`src/rtl/alu_arb_pkg.sv`:
```
// Shared widths and FSM state type for the
// two-requester ALU arbiter.
package alu_arb_pkg;
  localparam int NUM_REQ = 2;
  localparam int DATA_W  = 8;
  localparam int SEL_W   = 4;
  localparam int LAT_W   = 4;

  typedef enum logic [1:0] {
    IDLE,
    WAIT,
    RESP
  } state_e;
endpackage

```
`src/rtl/alu_arbiter_rr_arb2.sv`:
```
// Two-way round-robin picker: lone request wins,
// on contention ptr names the winner. gnt one-hot.
module rr_arb2
  import alu_arb_pkg::*;
(
  input  logic [NUM_REQ-1:0] req,
  input  logic               ptr,
  output logic [NUM_REQ-1:0] gnt
);

  always_comb begin
    gnt = '0;
    unique case (1'b1)
      (req == 2'b11): gnt = ptr ? 2'b10 : 2'b01;
      (req == 2'b01): gnt = 2'b01;
      (req == 2'b10): gnt = 2'b10;
      default:        gnt = '0;
    endcase
  end

endmodule

```
`src/rtl/alu_arbiter.sv`:
```
// Shares one external ALU between two requesters.
// Ports: req_* in, rsp_* out, alu_* to/from the ALU.
module alu_arbiter
  import alu_arb_pkg::*;
#(
  parameter int ALU_LAT = 1
) (
  input  logic                           clock,
  input  logic                           reset,
  input  logic [NUM_REQ-1:0]             req_valid,
  output logic [NUM_REQ-1:0]             req_ready,
  input  logic [NUM_REQ-1:0][DATA_W-1:0] req_a,
  input  logic [NUM_REQ-1:0][DATA_W-1:0] req_b,
  input  logic [NUM_REQ-1:0][SEL_W-1:0]  req_sel,
  output logic [NUM_REQ-1:0]             rsp_valid,
  input  logic [NUM_REQ-1:0]             rsp_ready,
  output logic [DATA_W-1:0]              rsp_out,
  output logic                           rsp_carry,
  output logic [DATA_W-1:0]              alu_a,
  output logic [DATA_W-1:0]              alu_b,
  output logic [SEL_W-1:0]               alu_sel,
  input  logic [DATA_W-1:0]              alu_out,
  input  logic                           alu_carry,
  output logic                           busy
);

  state_e             state_q;
  state_e             state_d;
  logic               prio_q;
  logic               owner_q;
  logic [LAT_W-1:0]   lat_q;
  logic [NUM_REQ-1:0] gnt;
  logic               win;
  logic               xfer;
  logic               rsp_fire;
  logic               lat_last;

  rr_arb2 u_rr (
    .req (req_valid),
    .ptr (prio_q),
    .gnt (gnt)
  );

  assign win       = gnt[1];
  assign req_ready = (state_q == IDLE) ? gnt : '0;
  assign xfer      = |(req_valid & req_ready);
  assign lat_last  = (lat_q == LAT_W'(1));
  assign busy      = (state_q != IDLE);

  always_comb begin
    rsp_valid = '0;
    if (state_q == RESP) begin
      rsp_valid[owner_q] = 1'b1;
    end
  end

  assign rsp_fire = (state_q == RESP) &&
                    rsp_ready[owner_q];

  always_comb begin
    state_d = state_q;
    unique case (state_q)
      IDLE: if (xfer)     state_d = WAIT;
      WAIT: if (lat_last) state_d = RESP;
      RESP: if (rsp_fire) state_d = IDLE;
      default:            state_d = IDLE;
    endcase
  end

  always_ff @(posedge clock or negedge reset) begin
    if (!reset) begin
      state_q   <= IDLE;
      prio_q    <= 1'b0;
      owner_q   <= 1'b0;
      lat_q     <= '0;
      alu_a     <= '0;
      alu_b     <= '0;
      alu_sel   <= '0;
      rsp_out   <= '0;
      rsp_carry <= 1'b0;
    end else begin
      state_q <= state_d;
      if (state_q == IDLE && xfer) begin
        alu_a   <= req_a[win];
        alu_b   <= req_b[win];
        alu_sel <= req_sel[win];
        owner_q <= win;
        lat_q   <= LAT_W'(ALU_LAT);
      end
      if (state_q == WAIT) begin
        lat_q <= lat_q - LAT_W'(1);
        if (lat_last) begin
          rsp_out   <= alu_out;
          rsp_carry <= alu_carry;
        end
      end
      // Loser of this round goes first next time.
      if (rsp_fire) begin
        prio_q <= ~owner_q;
      end
    end
  end

endmodule

```
`config.mk`:
```
export PLATFORM = sky130hd
export DESIGN_NAME = alu_arbiter
export DESIGN_NICKNAME = d
export VERILOG_FILES = /design/src/rtl/alu_arb_pkg.sv /design/src/rtl/alu_arbiter_rr_arb2.sv /design/src/rtl/alu_arbiter.sv
export SDC_FILE = /design/constraint.sdc
export NUM_CORES = 1
export LEC_CHECK = 0
export CAP_MARGIN = 15
export CORE_AREA = 4 4 83 85
export DETAILED_ROUTE_END_ITERATION = 8
export DIE_AREA = 0 0 87 89
export GPL_TIMING_DRIVEN = 1
export PLACE_DENSITY = 0.62
export SLEW_MARGIN = 10
export SYNTH_ARGS = -nofsm -noshare
export SYNTH_HDL_FRONTEND = slang
export SYNTH_SLANG_ARGS = --single-unit
```
`constraint.sdc`:
```
create_clock -name clock -period 1.6 [get_ports clock]
set_clock_uncertainty 0.1 [all_clocks]
set_input_delay 0.24 -clock clock [delete_from_list [all_inputs] [get_ports clock]]
set_output_delay 0.24 -clock clock [all_outputs]
set_load 0.01 [all_outputs]
```
Yosys cells after proc, flatten, opt, wreduce, memory -nomap -nowiden

Cells that the tools add are included.

RAM bits: 0
Bits of input ports: 55
Bits in registers: 37
Output and inout bits: 34
Memories kept: 0
Latch bits: 0
Memory bits (read-only): 0
Word-level logic and storage cells: 53

Reduce and logical (&&, ||, !) cells: 9
$add $sub $neg: 1
Divide/modulo/power cells: 0
$mul: 0
Multiplexer cells: 20
Shift operators: 0
Bitwise gates (word level): 2
Equal/unequal tests: 9
Order comparisons: 3

Operators by type and width:

| operator              | number |
|---|---|
| $mux W8               | 4 |
| $mux W4               | 4 |
| $mux W2               | 6 |
| $pmux W2 S3           | 2 |
| $eq A2 B2 Y1 const B  | 3 |
| $ne A2 B2 Y1 const B  | 3 |
| $eq A2 B1 Y1 const B  | 2 |
| $eq A4 B1 Y1 const B  | 1 |
| $lt A1 B2 Y1 const B  | 2 |
| $reduce_bool A2 Y1    | 2 |
| $sub A4 B1 Y4 const B | 1 |
| $logic_and A1 B1 Y1   | 3 |
| $mux W1               | 3 |
| $reduce_and A3 Y1     | 1 |
| $and A2 B2 Y2         | 1 |
| $logic_not A2 Y1      | 1 |
| $reduce_and A2 Y1     | 1 |
| $reduce_or A2 Y1      | 1 |
| $demux W1 S1          | 1 |
| $ge A1 B1 Y1 const B  | 1 |
| $not A1 Y1            | 1 |

Logic depth before layout (Yosys ltp)

Gate-level depths: netlist of the first run.

Depth in word-level cells: 8
Depth in mapped cells: 5
Depth with buffers taken out: 5

Hierarchy

From an unflattened synthesis of the first run, not the netlist that was laid out.

Cell total of the unflattened synthesis: 131
Area, all modules: 1,816.7 um2

By module, submodules not included:

| module      | cells each | sequential area each (um2) | times used | area an instance (um2) |
|---|---|---|---|---|
| alu_arbiter | 128        | 925.9                      | 1          | 1,798.0 |
| rr_arb2     | 3          | 0.0                        | 1          | 18.8 |

Worst setup path after synthesis of the first run

OpenSTA, ideal clock, no wires.

Path kind: reg-to-reg
Start point: register lat_q[1]
End point: register rsp_carry
Required time: 1.372 ns
Stages on the path, launching flop included: 6
Period minus slack after synthesis: 1.456 ns
Arrival: 1.228 ns
Library setup time: 0.128 ns
Setup slack: 0.144 ns
Buffers on the path: 0
Cell sequence: dfrtp_1 -> inv_1 -> ha_1 -> nor3b_2 -> nand2_2 -> mux2_1

Longest elaborated chain between the ends: 2

RTL lines:

| item                               | RTL line          | RTL |
|---|---|---|
| start: declaration                 | alu_arbiter.sv:31 | `logic [LAT_W-1:0] lat_q;` |
| start signal: assignment           | alu_arbiter.sv:88 | `lat_q <= LAT_W'(ALU_LAT);` |
| start signal: assignment           | alu_arbiter.sv:91 | `lat_q <= lat_q - LAT_W'(1);` |
| $eq A4 B1 Y1                       | alu_arbiter.sv:47 | `assign lat_last = (lat_q == LAT_W'(1));` |
| $reduce_and A2 Y1 (no source line) | --                |  |
| end signal: assignment             | alu_arbiter.sv:94 | `rsp_carry <= alu_carry;` |
| end: declaration                   | alu_arbiter.sv:18 | `output logic rsp_carry,` |

Every way passes these cells.
A chain may end at the register's enable or synchronous reset.

Final worst setup path of the first run

Same ends and word-level chain as after synthesis.

==> flow_metrics.tcl, run 1 <==
set metrics [dict create \
    timing.hold.ws_ns 0.329 \
    synth_top_area_share_pct 44.3 \
    max_stage_delay_ns 0.39 \
    ys_seq_area_share_pct 44.3 \
    grt.total_usage_pct 14.5 \
    ioPinCount 89 \
    drc 0 \
    htreeDepth 2 \
    drtIter0Drc 29 \
    worst-setup-path-type "reg -> reg" \
    cp_slowest_cell "dfrtp_1" \
    irDropWorstVdd_mv 0.717 \
    clk_latency_ns 0.28 \
    ys_top_cells_by_area "dfrtp_1 (44%), a31oi_4 (17%), a21oi_1 (5.5%), mux2_1 (4.9%), nand3_1 (4.8%)" \
    cap_viol_max_count 0 \
    p_total_mw 6.18 \
    crit_family "flip-flops" \
    p_per_area_mw_per_mm2 1750 \
    cts_made_buffers 5 \
    fin_ws_ns 0.0213 \
    slew_violations 0 \
    pre_cts_slack_ns -0.351 \
    status "finished, final reports clean" \
    antenna_found_initial 0 \
    critPathMaxFanout 5 \
    ff_latch_area_sq_um 926 \
    wl_per_cell_microns 15.3 \
    grt_pass1_wl_microns 8780 \
    finish.utilization_pct 56.9 \
    hpwlAfterDp_microns 4340 \
    start_kind "register" \
    path_cells "inv_2 > ha_4 > nor3b_4 > buf_6 > nand2_8 > mux2_4" \
    clk_pin_slew_ns 0.07 \
    synth_edf_count 0 \
    die_x_microns 87 \
    cts.sinks 37 \
    fmax_mhz 633 \
    synthDistinctLibCells 33 \
    global_route.overflow_total 0 \
    gp_congestion 0.725 \
    relSlewSlack_pct 70.5 \
    synth_area_sq_mm 0.00209 \
    cts_buffer_depth 2 \
    drt_wl_total_microns 5820 \
    syn_inst 184 \
    hold_path.class "in -> async" \
    cp.required_ns 1.66 \
    row_count 29 \
    layout-drive-gt1-share_pct 29.7 \
    start_util_pct 33.7 \
    synth_top_area_cell "dfrtp_1" \
    dr_total_vias 1896 \
    end_kind "register" \
    viasPerCell 4.99 \
    layout_commonest_cell "clkdlybuf4s50_1" \
    final_nets 360 \
    rsz0062_at_grt "yes" \
    syn_to_final_growth_pct 69.1 \
    ant_nets 0 \
    coreArea_sq_mm 0.00620 \
    fillers 552 \
    setup_tns_ns 0 \
    cp.arrival_ns 1.64 \
    grt_pass1_vias 1847 \
    die_y_microns 89 \
    leakage_nw 1.40 \
    fin_crit_sh_pct 98.7 \
    cts_tree "built" \
    synth-seq-cells 37 \
    setup_viol 0 \
    dieArea_sq_mm 0.00774 \
    yosys_warnings 0 \
    synth_area_per_cell_sq_um 11.3 \
    crit_buf_inv 2 \
    hold_violations 0 \
    min_period_ns 1.58 \
    synthArstFlopShare_pct 100 \
    synthFlopType "dfrtp_1" \
    antenna_cells 0 \
    tightest_slew_ns 0.442 \
    grt_max_degree 24 \
    cts-root-buf "clkbuf_8" \
    dr.pass1.iters 4 \
    multi_input_area_sq_mm 0.00114 \
    layout_common_cells "clkdlybuf4s50_1 (81), dfrtp_1 (37), a21oi_1 (23)" \
    port_buffers 88 \
    syn_nets 241 \
]
[worst reg2reg max path, stage by stage, from the launching register on]
cell,delay (ns)
dfrtp_1,0.39
inv_2,0.08
ha_4,0.12
nor3b_4,0.24
buf_6,0.16
nand2_8,0.07
mux2_4,0.30
[flip-flops by register name, summed over array words and instances, names as in the netlist]
| signal | count |
|---|---|
| state_q | 2 |
| alu_b | 8 |
| owner_q | 1 |
| alu_sel | 4 |
| rsp_out | 8 |
| lat_q | 4 |
| prio_q | 1 |
| rsp_carry | 1 |
| alu_a | 8 |
[metrics by stage]
step	std cells	cell area [sq um]
6_report	380	3530
3_3_place_gp	363	3260
2_1_floorplan	184	2090
4_1_cts	373	3390
5_1_grt	380	3530
3_5_place_dp	363	3260
[power breakdown]
part	internal, mW	switching (mW)	total (mW)
logic	2.20	1.63	3.83
registers	1.40	0.308	1.71
clock network	0.341	0.300	0.642
[cells by family after synthesis]
family | share of synthesized area, %
AOI/OAI and AO/OA | 31.5
xor gates and xnor gates | 0.839
adders and majority gates | 1.20
buffers and inverters | 6.05
DFF | 44.3
muxes | 4.85
and+or+nand+nor | 11.3
[final timing paths]
check	from	endpoint	slack [ns]	depth (start not counted)
setup / recovery	lat_q[1]	rsp_carry	0.02	6
hold / removal	reset	alu_a[3]	0.33	2
setup reg to reg	lat_q[1]	rsp_carry	0.02	6
hold reg to reg	rsp_out[4]	rsp_out[4]	0.39	1
max in group asynchronous	reset	lat_q[2]	0.61	3
min in group clock	rsp_out[4]	rsp_out[4]	0.39	1
[cell usage after synthesis (all sizes together), types with 2 or more instances]
library cell / n
nand2: 4
nor3: 2
and3: 2
o21ai: 23
a31oi: 21
nor2b: 2
ha: 2
nor2: 5
inv: 6
buf: 9
clkbuf: 6
nand2b: 3
o22ai: 2
nand3: 20
a21oi: 23
dfrtp: 37
mux2: 9
[layout make-up]
type,count,share of cell area [%]
multi-input cells,128,32.2
inverters,6,0.638
well taps,77,2.73
clock buffers,7,2.45
flip-flops and latches,37,26.2
repair buffers,125,35.7
[layer usage]
metal | vias to the layer above | track usage, % | routed length [microns]
li1 | 913 | - | -
met1 | 909 | 16.6 | 2310
met2 | 66 | 26.7 | 3060
met3 | 8 | 3.32 | 356
met4 | 0 | 4.39 | 97
met5 | - | 0 | 0
[what timing repair did]
item | in CTS | in global routing
hold buffers | 1 | 0
gates resized for setup | 25 | 21
gates cloned | 0 | 2
endpoints found under the hold margin | 17 | 0
pin swaps | 2 | 3
setup endpoints to repair | 31 | 33
setup buffers | 2 | 5
No activity file was read; power rests on OpenSTA's default activity.
==> run 2, diff against run 1 <==
- clock period: 1.6 -> 1.7 ns (I/O delays scaled with it)
==> run 2 against run 1 <==
Core utilization decreased by 4.0 points. Clock power decreased by 4.0%. Sequential cell count is the same. Non-clock buffer count is 12 lower. Global-route usage is essentially flat. Worst setup slack better by 0.052 ns. Cell area down 7.1%. Via count is 6.0% lower. First-iteration DRC count rose by 69%. Sequential share of layout area is 2.0 points higher. Power is 15% lower.
==> flow_metrics.tcl, run 2 (synthesis results as in run 1) <==
set metrics [dict create \
    dr.pass1.iters 4 \
    dieArea_sq_mm 0.00774 \
    timing.hold.ws_ns 0.395 \
    drc 0 \
    hpwlAfterDp_microns 4150 \
    syn_to_final_growth_pct 57.1 \
    hold_violations 0 \
    start_kind "register" \
    irDropWorstVdd_mv 0.714 \
    drt_wl_total_microns 5340 \
    cp.arrival_ns 1.27 \
    cts.sinks 37 \
    hold_path.class "reg -> reg" \
    clk_pin_slew_ns 0.07 \
    cts_tree "built" \
    fin_cells 367 \
    tightest_slew_ns 0.608 \
    dr_total_vias 1783 \
    place_inst 357 \
    htreeDepth 2 \
    drtIter0Drc 49 \
    cts_buffer_depth 2 \
    die_x_microns 87 \
    antenna_found_initial 0 \
    status "finished, final reports clean" \
    grt_max_degree 28 \
    viasPerCell 4.86 \
    antenna_cells 0 \
    grt_pass1_wl_microns 8870 \
    cts_made_buffers 5 \
    rsz0062_at_grt "no" \
    p_per_area_mw_per_mm2 1600 \
    reg_top3 "alu_a: 8 flops, alu_b: 8 flops, rsp_out: 8 flops" \
    gp_congestion 0.739 \
    leakage_nw 1.28 \
    clk_latency_ns 0.29 \
    cap_viol_max_count 0 \
    die_y_microns 89 \
    cts-root-buf "clkbuf_8" \
    min_period_ns 1.63 \
    port_buffers 88 \
    relSlewSlack_pct 59.4 \
    layout_common_cells "clkdlybuf4s50_1 (82), dfrtp_1 (36), a21oi_1 (23)" \
    grt.total_usage_pct 14.5 \
    slew_violations 0 \
    coreArea_sq_mm 0.00620 \
    grt_pass1_vias 1848 \
    layout_commonest_cell "clkdlybuf4s50_1" \
    wl_per_cell_microns 14.6 \
    setup_viol 0 \
    fmax_mhz 615 \
    global_route.overflow_total 0 \
    fin_crit_sh_pct 95.7 \
    start_util_pct 33.7 \
    layout-drive-gt1-share_pct 23.1 \
    final_nets 346 \
    worst-setup-path-type "reg -> out" \
    ioPinCount 89 \
    row_count 29 \
    ant_nets 0 \
    cp.required_ns 1.34 \
    end_kind "output pin" \
    critPathMaxFanout 5 \
]
==> run 2: cell count changes in the layout (fill, tap and decap cells not counted), moves of 2 or more <==
cell      previous run  this run
buf_12               9         4
buf_2                6         3
buf_6                5         0
clkbuf_2             0         2
inv_1                3         5
inv_2                3         1
mux2_1               4         9
mux2_4               5         0
==> run 2: worst max-delay path: stages (launching register included) <==
cell and delay [ns]:
dfrtp_1 0.41, buf_4 0.16, nand2b_1 0.16, nor2_1 0.11
buf_2 0.14
==> run 2: repair_timing <==
action,4_1_cts,5_1_grt
buffers inserted,2,0
hold buffers,1,0
resized for setup,15,6
endpoints found under the hold margin,25,0
endpoints found under the setup margin,8,32
pin swaps,2,1
==> run 2: area by class of cell <==
cell class	instances	area [sq um]
fill	577	2920
timing repair buffer	113	1090
multi-input combinational	126	1050
sequential	37	927
tap	77	96.3
clock buffer	5	68.8
inverter	6	22.5
clock inverter	3	21.3
==> run 2: through the flow <==
stage / cell area, sq um / power (mW) / utilization [%] / worst slack, ns / setup TNS [ns]
after floorplan: 2090 / 3.30 / - / 0.244 / 0
after global placement: 3180 / 4.61 / 51.2 / -0.228 / -2.17
after detailed placement: 3180 / 4.68 / 51.2 / -0.251 / -2.94
after CTS: 3290 / 5.35 / 53.1 / 0.00413 / 0
after global routing: 3280 / 5.66 / 52.9 / 0.00172 / 0
final: 3280 / 5.26 / 52.9 / 0.0737 / 0
==> run 2: worst paths after layout <==
| kind | start | to | slack, ns | depth (start not counted) |
|---|---|---|---|---|
| min | rsp_out[0] | rsp_out[0] | 0.39 | 1 |
| min in group asynchronous | reset | alu_sel[0] | 0.40 | 2 |
| max | state_q[0] | rsp_valid[0] | 0.07 | 4 |
| min reg2reg | rsp_out[0] | rsp_out[0] | 0.39 | 1 |
| max reg2reg | state_q[0] | alu_a[3] | 0.10 | 5 |
| max in group asynchronous | reset | alu_sel[2] | 0.56 | 3 |
==> run 2: where the power goes <==
part,total [mW],switching (mW),leakage (nW),internal [mW]
Clock,0.616,0.326,0.0445,0.290
Combinational,3.06,1.37,0.811,1.69
Sequential,1.59,0.271,0.422,1.32
Total,5.26,1.96,1.28,3.30
==> run 2: routing by layer <==
metal  wire length [microns]  vias up  part of all wire [%]  track usage, %
met5                       0        -                     0               0
met4                      69        0                   1.3            4.39
met3                     421        5                   7.9            4.24
met2                    2610       57                    49            25.4
met1                    2240      845                    42            17.3
li1                        -      876                     -               -
